### config.mk
export PLATFORM = sky130hd
export DESIGN_NAME = inst_prefetch_queue
export DESIGN_NICKNAME = d
export VERILOG_FILES = /design/src/rtl/inst_prefetch_queue.sv
export SDC_FILE = /design/constraint.sdc
export NUM_CORES = 1
export LEC_CHECK = 0
export ABC_AREA = 1
export CAP_MARGIN = 20
export CORE_UTILIZATION = 48
export CTS_BUF_LIST = sky130_fd_sc_hd__clkbuf_16
export DETAILED_ROUTE_END_ITERATION = 10
export GPL_ROUTABILITY_DRIVEN = 0
export PLACE_DENSITY = 0.78
export SETUP_SLACK_MARGIN = 0.05
export SLEW_MARGIN = 10
export SYNTH_ARGS = -nofsm -noshare
export SYNTH_HDL_FRONTEND = slang
export SYNTH_SLANG_ARGS = --single-unit
export TNS_END_PERCENT = 50
### constraint.sdc
create_clock -name clk -period 2.89 [get_ports clk]
set_input_delay 0.867 -clock clk [delete_from_list [all_inputs] [get_ports clk]]
set_output_delay 0.867 -clock clk [all_outputs]
set_load 0.05 [all_outputs]
### src/rtl/inst_prefetch_queue.sv
// inst_prefetch_queue: sequential byte fetcher feeding a circular decode queue
module inst_prefetch_queue #(
  parameter int QDEPTH = 16,
  parameter int AW = 16
) (
  input  logic                      clk,
  input  logic                      rst,
  input  logic [AW-1:0]             reset_pc,
  output logic                      mem_req,
  output logic [AW-1:0]             mem_addr,
  input  logic                      mem_ack,
  input  logic [7:0]                mem_rdata,
  input  logic                      flush,
  input  logic [AW-1:0]             flush_pc,
  input  logic                      pop,
  input  logic [1:0]                pop_len,
  output logic [7:0]                q_byte0,
  output logic [7:0]                q_byte1,
  output logic [7:0]                q_byte2,
  output logic [$clog2(QDEPTH):0]   q_count,
  output logic [AW-1:0]             head_pc
);
  localparam int PW = $clog2(QDEPTH);
  localparam int CW = PW + 1;
  localparam logic [CW-1:0] FULL = CW'(QDEPTH);
  typedef enum logic [1:0] {IDLE, REQ, DISCARD} state_t;
  state_t state, state_n;
  logic [7:0] q [QDEPTH];
  logic [PW-1:0] head, tail;
  logic [AW-1:0] fetch_addr, fa_n;
  logic [CW-1:0] cnt_n, pl;
  logic push, pop_ok;
  assign pop_ok = pop && pop_len != 2'd0 && CW'(pop_len) <= q_count;
  assign pl = pop_ok ? CW'(pop_len) : '0;
  assign push = state == REQ && mem_ack && !flush;
  assign cnt_n = flush ? '0 : q_count + CW'(push) - pl;
  assign fa_n = flush ? flush_pc : fetch_addr + AW'(push);
  // DISCARD keeps the stale request on the bus until it completes
  always_comb begin
    state_n = state;
    if (state == IDLE) state_n = (flush || q_count < FULL) ? REQ : IDLE;
    else if (state == REQ) state_n = mem_ack ? ((flush || cnt_n < FULL) ? REQ : IDLE) : (flush ? DISCARD : REQ);
    else state_n = mem_ack ? REQ : DISCARD;
  end
  always_ff @(posedge clk) begin
    if (rst) begin
      state <= IDLE;
      mem_req <= 1'b0;
      head <= '0;
      tail <= '0;
      q_count <= '0;
      fetch_addr <= reset_pc;
      mem_addr <= reset_pc;
      head_pc <= reset_pc;
    end else begin
      state <= state_n;
      mem_req <= state_n != IDLE;
      q_count <= cnt_n;
      fetch_addr <= fa_n;
      if (state == IDLE || mem_ack) mem_addr <= fa_n;
      head <= flush ? '0 : head + pl[PW-1:0];
      tail <= flush ? '0 : tail + PW'(push);
      head_pc <= flush ? flush_pc : head_pc + AW'(pl);
    end
  end
  always_ff @(posedge clk) if (push && !rst) q[tail] <= mem_rdata;
  assign q_byte0 = q[head];
  assign q_byte1 = q[head + PW'(1)];
  assign q_byte2 = q[head + PW'(2)];
endmodule
==> summary.txt, run 1 <==
Hold path
  – Worst Hold Endpoint: tail[3]
  – Hold Crit Start: tail[3]
  – Worst min path class: reg -> reg
  – Hold Crit Depth: 2

STA
  – Maximum clock rate: 0.319 GHz
  – Worst relative slew slack: 0.320
  – Finish-stage setup viols: 22
  – Final hold vios: 0
  – Clock Skew: 10.6 ps
  – Final period utilization: 1.08
  – Slew Limit Fails: 0
  – Post-layout minimum cycle time: 3130 ps
  – RSZ-0062 raised after global routing: true
  – Sum of negative setup slack: -2230 ps
  – Least-Margin Pin Slew: 1020 ps
  – WHS: 551 ps
  – Crit path setup slack, layout: -241 ps

Yosys
  – Synthesized area: 10200 sq um
  – Top cell type's share of synthesized area: 0.424
  – Post-Syn Instances: 1183
  – Sequential share of the synthesized area: 0.518
  – Most used standard cell by instance count after synthesis: nand2_1
  – Area contributors post-synth: edfxtp_1 42%, nand2_1 11%, dfxtp_1 9.4%
  – Post-synth ARST share: 0
  – Post-synth top cells: 291 x nand2_1, 144 x edfxtp_1, 122 x nand3_1
  – Ys Warns: 0
  – Number of enable flip-flop cells after synthesis: 144
  – Syn avg cell area: 8.62 sq um
  – Distinct cells, synth: 40
  – Main flop type after synthesis: edfxtp_1
  – Syn Nets: 1253
  – Register bit total from synthesis: around 190
  – Yosys top cell by area: edfxtp_1

Place
  – PortBufs: about 110
  – Dpl cell area: about 12000 sq um
  – Hpwl dp: 20900 um

Critical path
  – FF-to-FF path depth: 19
  – Reg2Reg Capture Point: mem_req
  – Crit path launch type: flop
  – Crit path capture type: primary output
  – FF-to-FF Start: q_count[1]
  – R2r setup slk: 270 ps
  – Critical setup path kind: reg -> out
  – Worst path max stage delay: 400 ps
  – Cell Chain, Critical Path: ha_4 > buf_12 > buf_6 > a21oi_1 > o21ai_1 > nand3_1 > o211ai_1 > nand2_2 > buf_12
  – Slowest-stage cell, CP: dfxtp_4
  – Req. time, crit path: 2020 ps
  – Worst EP arrival: roughly 2300 ps
  – CP max FO: 8
  – CP dominant cell by count: buf_12

Routing
  – Per-cell routed wire length: approximately 20 um
  – Final wirelength: 31800 um
  – Antenna-violating nets left: 0
  – Via count: 9457
  – Drt initial violations: approximately 1200
  – Initial DRT Pass Iterations: 6
  – Via/cell ratio: 5.84
  – Residual DRC: 0

GRT
  – Total track usage: 0.288
  – Vias in the first global route: 8847
  – Global-route wire length before repair: 47500 um
  – Total congestion overflow: 0
  – Initial antenna violation count: 0
  – Pin count of the biggest net entering global routing: 72

Cells and area
  – Final net count: 1407
  – Share of layout cells above drive strength 1: 0.176
  – Area grow syn2layout: 31.2%
  – Post-route cell area: between 10000 and 15000 sq um
  – Core Util, Final: 0.651
  – Inserted Diodes: 0

Floorplanning
  – Die width: 148 um
  – Core region area: 20600 sq um
  – Die Area: about 22000 sq um
  – Initial Util: 0.496
  – Die Ht: 148 um
  – IO Count: 109
  – Rows: 52

Clock network
  – CTS tree: built
  – Root buf cell: clkbuf_16
  – Clock latency on the worst-skew pair: roughly 450 ps
  – TritonCTS buffer count: 17
  – CTS H-tree lvls: 4
  – CTS Sinks: approximately 190
  – Deepest clock path buffer count: 2
  – Clock transition at path regs: 70 ps
  – Hold buffers post-CTS: 0

Status
  – Failing checks: setup timing
  – Status: finished, violations left

Pwr
  – VDD IR max: 0.472 mV
  – Total power per unit cell area: around 560 nW/um^2
  – Leakage power: 5.34 nW
  – Design Power: approximately 7.5 mW

Run
  – Max-cap violations: 0
-- per-stage QoR --
step                      cells  setup WS (ps)
after global placement     1571           -662
after global routing       1620           -249
after detailed placement   1571           -775
final                      1620           -241
after floorplan            1183          -46.4
after CTS                  1610          -97.6
-- layer usage --
| metal | vias up | global-route usage | share of wire |
|---|---|---|---|
| li1 | 4355 | - | - |
| met1 | 4372 | 0.374 | 0.37 |
| met2 | 595 | 0.462 | 0.47 |
| met3 | 135 | 0.0701 | 0.11 |
| met4 | 0 | 0.118 | 0.049 |
| met5 | - | 0 | 0 |
-- worst max-delay path: cells and delay by family (launching register included) --
kind                       cells  cell delay, ps
AOI/OAI and AO/OA              3             320
buffers and inverters          3             450
adders and majority gates      1             350
and+or+nand+nor                2             290
DFF                            1             400
-- registers in the layout (all words and copies together) (netlist names) --
signal / cells
head: 4
mem_addr: 16
q: 128
tail: 4
mem_req: 1
q_count: 5
state: 2
head_pc: 16
fetch_addr: 16
-- power by group --
part | internal, mW | switching, mW
registers | 3.06 | 0.0748
logic | 0.790 | 1.19
clock network | 1.27 | 1.08
total | 5.12 | 2.35
-- cell type report --
| cell class | instances | area, sq um |
|---|---|---|
| multi-input cells | 803 | 4420 |
| fillers | 1527 | 7170 |
| flip-flops and latches | 192 | 5290 |
| clock buffers | 20 | 500 |
| repair buffers | 201 | 2260 |
| well taps | 270 | 338 |
| inverters | 122 | 477 |
| clock inverters | 12 | 90.1 |
-- worst max-delay path by stage --
| stage | from | to | slack [ps] |
|---|---|---|---|
| 6_report | head[0] | q_byte1[0] | -240 |
| 5_1_grt | head[0] | q_byte2[2] | -250 |
| 4_1_cts | head[0] | q_byte1[1] | -100 |
| 3_5_place_dp | pop_len[1] | head_pc[12] | -770 |
| 3_3_place_gp | pop_len[1] | head_pc[12] | -660 |
| 2_1_floorplan | pop_len[1] | head_pc[10] | -50 |
-- cells by family (layout without fill, tap and decap cells) --
group           after synthesis  in the layout  synth area share
mux                           1              1          0.000981
buf+inv                     188            355            0.0789
simple gates                495            495             0.201
fa+ha+maj                    23             23            0.0304
xor+xnor                     12             12            0.0110
compound gates              272            272             0.159
flops                       192            192             0.518
-- placed cells by master, fill, tap and decap left out, types with 14 or more instances in the layout --
cell and count:
nand2_1 281, edfxtp_1 144, nand3_1 118, inv_1 112, clkdlybuf4s50_1 82, buf_4 72
o21ai_0 69, nor2_1 59, dfxtp_1 45, o21ai_1 44, o211ai_1 44, a21oi_1 39
buf_12 33, clkbuf_16 24, o21ai_2 22, o21a_1 16, a22oi_1 14, ha_1 14
-- repair_timing --
item,4_1_cts,5_1_grt
setup buffers,5,6
gates cloned,2,4
setup endpoints to repair,40,46
pin swaps,17,17
gates resized for setup,56,71
Power figures use the tool's default switching activity.
==> inputs of run 2 (changes only) <==
GPL_ROUTABILITY_DRIVEN = 1   (was 0)
==> run 2 against run 1 <==
The flow still finishes with violations (setup timing). Flip-flop and latch count did not move. Clock power increased by 3%. Worst setup slack better by 61 ps. Count of clock-buffer cells in the layout decreased by 2. Final cell count increased by 0.56%. Non-clock buffer count rose by 9. Sequential share of layout area fell by 0.49 points. Clock skew grew 0.73 ps. Die area did not move. Fmax increased by 2.0%.
==> summary.txt, run 2 (synthesis results as in run 1) <==
Floorplanning
  – IO Count: 109 (unchanged)
  – Die Area: 21800 sq um (unchanged)
  – Rows: 52 (unchanged)
  – Core region area: 20600 sq um (unchanged)
  – Initial Util: 0.496 (unchanged)
  – Die Ht: 148 um (unchanged)
  – Die width: 148 um (unchanged)

Critical path
  – CP max FO: 25 (+17)
  – Critical setup path kind: reg -> out
  – Cell Chain, Critical Path: inv_4 > bufbuf_16 > o21ai_0 > o21ai_1 > o211ai_1 > nand2_1 > buf_12
  – Crit path launch type: flop
  – Critical path buffers and inverters: 3 (unchanged)
  – Req. time, crit path: 2020 ps (about the same)
  – Worst path max stage delay: 430 ps (+30 ps)
  – Worst EP arrival: 2200 ps (-60 ps)
  – FF-to-FF path depth: 18 (-1)
  – Slowest-stage cell, CP: dfxtp_4
  – Crit path depth: 7 (-2)
  – Crit path capture type: primary output
  – Crit path max-delay family: buffers and inverters

Routing
  – Metal-1 WL: 12100 um (+3.6%)
  – Residual DRC: 0 (unchanged)
  – Antenna-violating nets left: 0 (unchanged)
  – Per-cell routed wire length: 19.5 um (-0.68%)
  – Via/cell ratio: 5.84 (about the same)
  – Highest metal used: met4
  – Via count: 9511 (+0.57%)
  – Initial DRT Pass Iterations: 6 (unchanged)
  – Drt initial violations: 1298 (+7.9%)
  – Metal3 WL: 3570 um (+0.71%)
  – Final wirelength: 31700 um (-0.13%)
  – Routed length on met2: 14900 um (-0.61%)

Hold path
  – Worst min path class: reg -> reg
  – Hold Crit Depth: 2 (unchanged)

GRT
  – Pin count of the biggest net entering global routing: 51 (-29%)
  – Total track usage: 0.284 (-0.00352)
  – Global-route wire length before repair: 47100 um (-0.99%)
  – Vias in the first global route: 8701 (-1.7%)
  – Initial antenna violation count: 0 (unchanged)
  – Total congestion overflow: 0 (unchanged)

Clock network
  – Clock transition at path regs: 80 ps (about the same)
  – CTS H-tree lvls: 4 (unchanged)
  – CTS Sinks: 192 (unchanged)
  – Root buf cell: clkbuf_16
  – Deepest clock path buffer count: 2 (unchanged)
  – CTS tree: built
  – TritonCTS buffer count: 17 (unchanged)
  – Clock latency on the worst-skew pair: 440 ps (about the same)

STA
  – Least-Margin Pin Slew: 814 ps (-203 ps)
  – Final period utilization: 1.06 (-0.0212)
  – RSZ-0062 raised after global routing: true
  – Post-layout minimum cycle time: 3070 ps (-61.3 ps)
  – Worst relative slew slack: 0.456 (+0.136)
  – Maximum clock rate: 0.326 GHz (+2.0%)
  – Clock Skew: 11.3 ps (+0.733 ps)
  – Crit path setup slack, layout: -180 ps (+61.3 ps)
  – WHS: 550 ps (-0.357 ps)
  – Slew Limit Fails: 0 (unchanged)
  – Sum of negative setup slack: -1580 ps (+647 ps)
  – Finish-stage setup viols: 21 (-4.5%)
  – Final hold vios: 0 (unchanged)

Cells and area
  – Most frequent cells in the layout: 281 x nand2_1, 144 x edfxtp_1, 118 x nand3_1
  – Final net count: 1416 (+0.64%)
  – Share of layout cells above drive strength 1: 0.188 (+0.0121)
  – Core Util, Final: 0.659 (+0.00803)
  – Largest register FFs: 128 (unchanged)
  – Finished Layout Cells: 1629 (+0.56%)
  – Post-route cell area: 13600 sq um (+1.2%)
  – Fill count: 1520 (-0.46%)
  – Commonest non-fill, non-tap cell in the layout: nand2_1
  – Biggest register: q
  – Inserted Diodes: 0 (unchanged)
  – Area grow syn2layout: 32.8%

Pwr
  – Design Power: 7.60 mW (+1.8%)
  – VDD IR max: 0.425 mV (-10%)
  – Leakage power: 5.42 nW (+1.4%)
  – Total power per unit cell area: 561 nW/um^2 (+0.56%)

Status
  – Failing checks: setup timing
  – Status: finished, violations left

Place
  – Hpwl dp: 20200 um (-3.1%)
  – Worst slack, placed: -740 ps (+35.2 ps)
  – Cells after DPL: 1570 (-0.064%)
  – GPL Wtd Cong: 0.888
  – Dpl cell area: 12200 sq um (+0.14%)
  – PortBufs: 108 (unchanged)

Run
  – Max-cap violations: 0 (unchanged)
==> run 2: cell types whose count changed in the layout (fill, tap and decap cells not counted), moves of 4 or more <==
cell,before,now
buf_4,72,77
clkbuf_16,24,19
inv_1,112,108
inv_2,7,11
o21ai_0,69,62
==> run 2: path summary, 6_finish.rpt <==
kind | from | to | slack [ps]
setup / recovery | head[0] | q_byte1[5] | -180
hold / removal | tail[3] | tail[3] | 550
setup reg to reg | q_count[1] | head_pc[10] | 240
hold reg to reg | tail[3] | tail[3] | 550
==> run 2: report_power, final <==
part	total (mW)	switching, mW	internal (mW)
combinational	2.05	1.21	0.831
sequential	3.13	0.0738	3.06
clock	2.42	1.13	1.29
total	7.60	2.42	5.18
==> run 2: metal layers <==
layer  up-vias  track usage
met3       110       0.0525
met4         0        0.122
li1       4370            -
met5         -            0
met1      4384        0.384
met2       647        0.450
==> run 2: worst reg2reg max path, delay by kind of cell, from the launching register on <==
family | cells | cell delay, ps
fa+ha+maj | 3 | 750
compound gates | 1 | 190
buf+inv | 5 | 330
flops | 1 | 380
simple gates | 9 | 880
==> run 2: what timing repair did <==
action                                  4_1_cts  5_1_grt
cloned                                        5        1
pin swaps                                    17       26
hold buffers                                  0        0
endpoints found under the setup margin       40       46
gates resized for setup                      89       64
endpoints found under the hold margin         0        0
buffers inserted                             15        7
==> run 2: cell type report <==
class / instances / area (sq um) / area share
flip-flops and latches: 192 / 5290 / 0.391
clock buffers: 18 / 450 / 0.0332
well taps: 270 / 338 / 0.0249
multi-input cells: 803 / 4470 / 0.330
clock inverters: 14 / 161 / 0.0119
repair buffers: 210 / 2360 / 0.174
inverters: 122 / 470 / 0.0347
==> inputs of run 3 (changes only) <==
PLACE_DENSITY = 0.75   (was 0.78)
clock period = 3.3 ns   (was 2.89 ns; I/O delays follow)
==> run 3 against run 2 <==
The run now ends clean. Flip-flop and latch count unchanged. Global-route usage shrank 3.0 points. Count of clock-buffer cells in the layout increased by 3. Hold slack worse by 16 ps. Via count shrank 5.2%. Design area down 3.9%. Routed wire length shrank 9.1%. Largest cell class unchanged. Largest power group unchanged.
==> summary.txt, run 3 (synthesis results as in run 1) <==
Status
  – Status: completed

Place
  – Dpl cell area: 12000 sq um (-1.8%)
  – PortBufs: 108 (unchanged)
  – Worst slack, placed: -597 ps (+143 ps)
  – Hpwl dp: 19000 um (-5.9%)
  – GPL Wtd Cong: 0.879 (-1.1%)

Pwr
  – Leakage power: 5.21 nW (-3.8%)
  – Total power per unit cell area: 506 nW/um^2 (-9.9%)
  – Design Power: 6.59 mW (-13%)
  – VDD IR max: 0.327 mV (-23%)

STA
  – Worst relative slew slack: 0.322 (-0.134)
  – Final period utilization: 0.978
  – Clock Skew: 16.2 ps (+4.86 ps)
  – WHS: 534 ps (-15.9 ps)
  – Crit path setup slack, layout: 72.8 ps (+253 ps)
  – Final hold vios: 0 (unchanged)
  – Least-Margin Pin Slew: 1010 ps (+200 ps)
  – Finish-stage setup viols: 0 (-100%)
  – RSZ-0062 raised after global routing: true
  – Maximum clock rate: 0.310 GHz
  – Slew Limit Fails: 0 (unchanged)
  – Post-layout minimum cycle time: 3230 ps

Routing
  – Residual DRC: 0 (unchanged)
  – Metal-1 WL: 12100 um (-0.25%)
  – Per-cell routed wire length: 18.0 um (-7.8%)
  – Via/cell ratio: 5.62 (-3.8%)
  – Drt initial violations: 1055 (-19%)
  – Highest metal used: met4
  – Routed length on met2: 13600 um (-8.6%)
  – Via count: 9020 (-5.2%)
  – Final wirelength: 28900 um (-9.1%)
  – Initial DRT Pass Iterations: 6 (unchanged)
  – Metal3 WL: 2670 um (-25%)
  – Antenna-violating nets left: 0 (unchanged)

Clock network
  – Clock latency on the worst-skew pair: 440 ps (about the same)
  – CTS Sinks: 192 (unchanged)
  – TritonCTS buffer count: 17 (unchanged)
  – CTS tree: built
  – Clock transition at path regs: 70 ps (about the same)
  – CTS H-tree lvls: 4 (unchanged)
  – Deepest clock path buffer count: 2 (unchanged)
  – Root buf cell: clkbuf_16

Hold path
  – Hold Crit Start: tail[3]
  – Hold Crit Depth: 2 (unchanged)
  – Worst Hold Endpoint: tail[3]
  – Worst min path class: reg -> reg

Floorplanning
  – Die width: 148 um (unchanged)
  – Initial Util: 0.496 (unchanged)
  – Die Area: 21800 sq um (unchanged)
  – Core region area: 20600 sq um (unchanged)
  – Die Ht: 148 um (unchanged)
  – Rows: 52 (unchanged)
  – IO Count: 109 (unchanged)

Critical path
  – FF-to-FF path depth: 20 (+2)
  – CP max FO: 15 (-40%)
  – FF-to-FF Start: q_count[1]
  – R2r setup slk: 590 ps (+350 ps)
  – Crit path launch type: flop
  – Req. time, crit path: 2310 ps (+290 ps)
  – Critical setup path kind: reg -> out
  – Worst EP arrival: 2240 ps (+40 ps)
  – Reg2Reg Capture Point: mem_req
  – Crit path capture type: primary output

Cells and area
  – Commonest non-fill, non-tap cell in the layout: nand2_1
  – Final net count: 1393 (-1.6%)
  – Inserted Diodes: 0 (unchanged)
  – Area grow syn2layout: 27.7%
  – Fill count: 1645 (+8.2%)
  – Share of layout cells above drive strength 1: 0.138 (-0.0499)
  – Multi-input gate area: 4210 sq um (-5.8%)
  – Post-route cell area: 13000 sq um (-3.9%)
  – Core Util, Final: 0.633 (-0.0257)
  – Most frequent cells in the layout: 284 x nand2_1, 144 x edfxtp_1, 120 x nand3_1
  – Biggest register: q
  – Seq. cell area: 5290 sq um (about the same)
  – Largest register FFs: 128 (unchanged)

Run
  – Max-cap violations: 0 (unchanged)

GRT
  – Vias in the first global route: 7992 (-8.1%)
  – Global-route wire length before repair: 42700 um (-9.3%)
  – Total congestion overflow: 0 (unchanged)
  – Total track usage: 0.254 (-0.0303)
  – Pin count of the biggest net entering global routing: 122 (+140%)
  – Initial antenna violation count: 0 (unchanged)
[run 3: report_power, final]
part / internal [mW] / leakage (nW) / switching [mW]
clock: 1.24 / 0.314 / 0.939
sequential: 2.68 / 1.72 / 0.0605
combinational: 0.655 / 3.17 / 1.02
[run 3: cell type report]
| type | instances | share of cell area |
|---|---|---|
| Sequential cell | 192 | 0.406 |
| Timing Repair Buffer | 187 | 0.159 |
| Clock buffer | 21 | 0.0403 |
| Multi-Input combinational cell | 803 | 0.324 |
| Inverter | 122 | 0.0365 |
| Tap cell | 270 | 0.0259 |
| Clock inverter | 11 | 0.00826 |
[run 3: critical path, cell delays in order, from the launching register on]
cell and delay (ps):
dfxtp_4 390, buf_12 150, clkbuf_16 180, or2_2 290, o21ai_1 120, nand2_1 70, nand3_1 80, nand2_1 100
o21a_1 240, buf_12 160
[run 3: worst max path at each step]
stage | startpoint | endpoint | slack (ps) | cells past startpoint
final | head[0] | q_byte0[7] | 70 | 9
after global routing | head[0] | q_byte2[3] | 10 | 9
after CTS | head[0] | q_byte1[2] | 7 | 8
after detailed placement | pop_len[1] | head_pc[10] | -600 | 18
after global placement | pop_len[1] | head_pc[12] | -500 | 18
after floorplan | pop_len[1] | head_pc[10] | 60 | 17
[run 3: layer usage]
layer / vias to the layer above / global-route usage
met5: - / 0
met4: 0 / 0.0794
met3: 52 / 0.0414
met2: 463 / 0.407
met1: 4183 / 0.353
li1: 4322 / -
[run 3: stage by stage]
stage               setup TNS, ps  std cells
finish                          0       1606
global route                    0       1606
CTS                             0       1596
detailed placement          -7500       1556
global placement            -5160       1556
floorplan                       0       1183
[run 3: repair_timing]
item | CTS | global route
buffers inserted | 7 | 6
pin swaps | 16 | 7
setup endpoints to repair | 25 | 31
cloned | 1 | 4
gates resized for setup | 17 | 30
hold buffers | 0 | 0
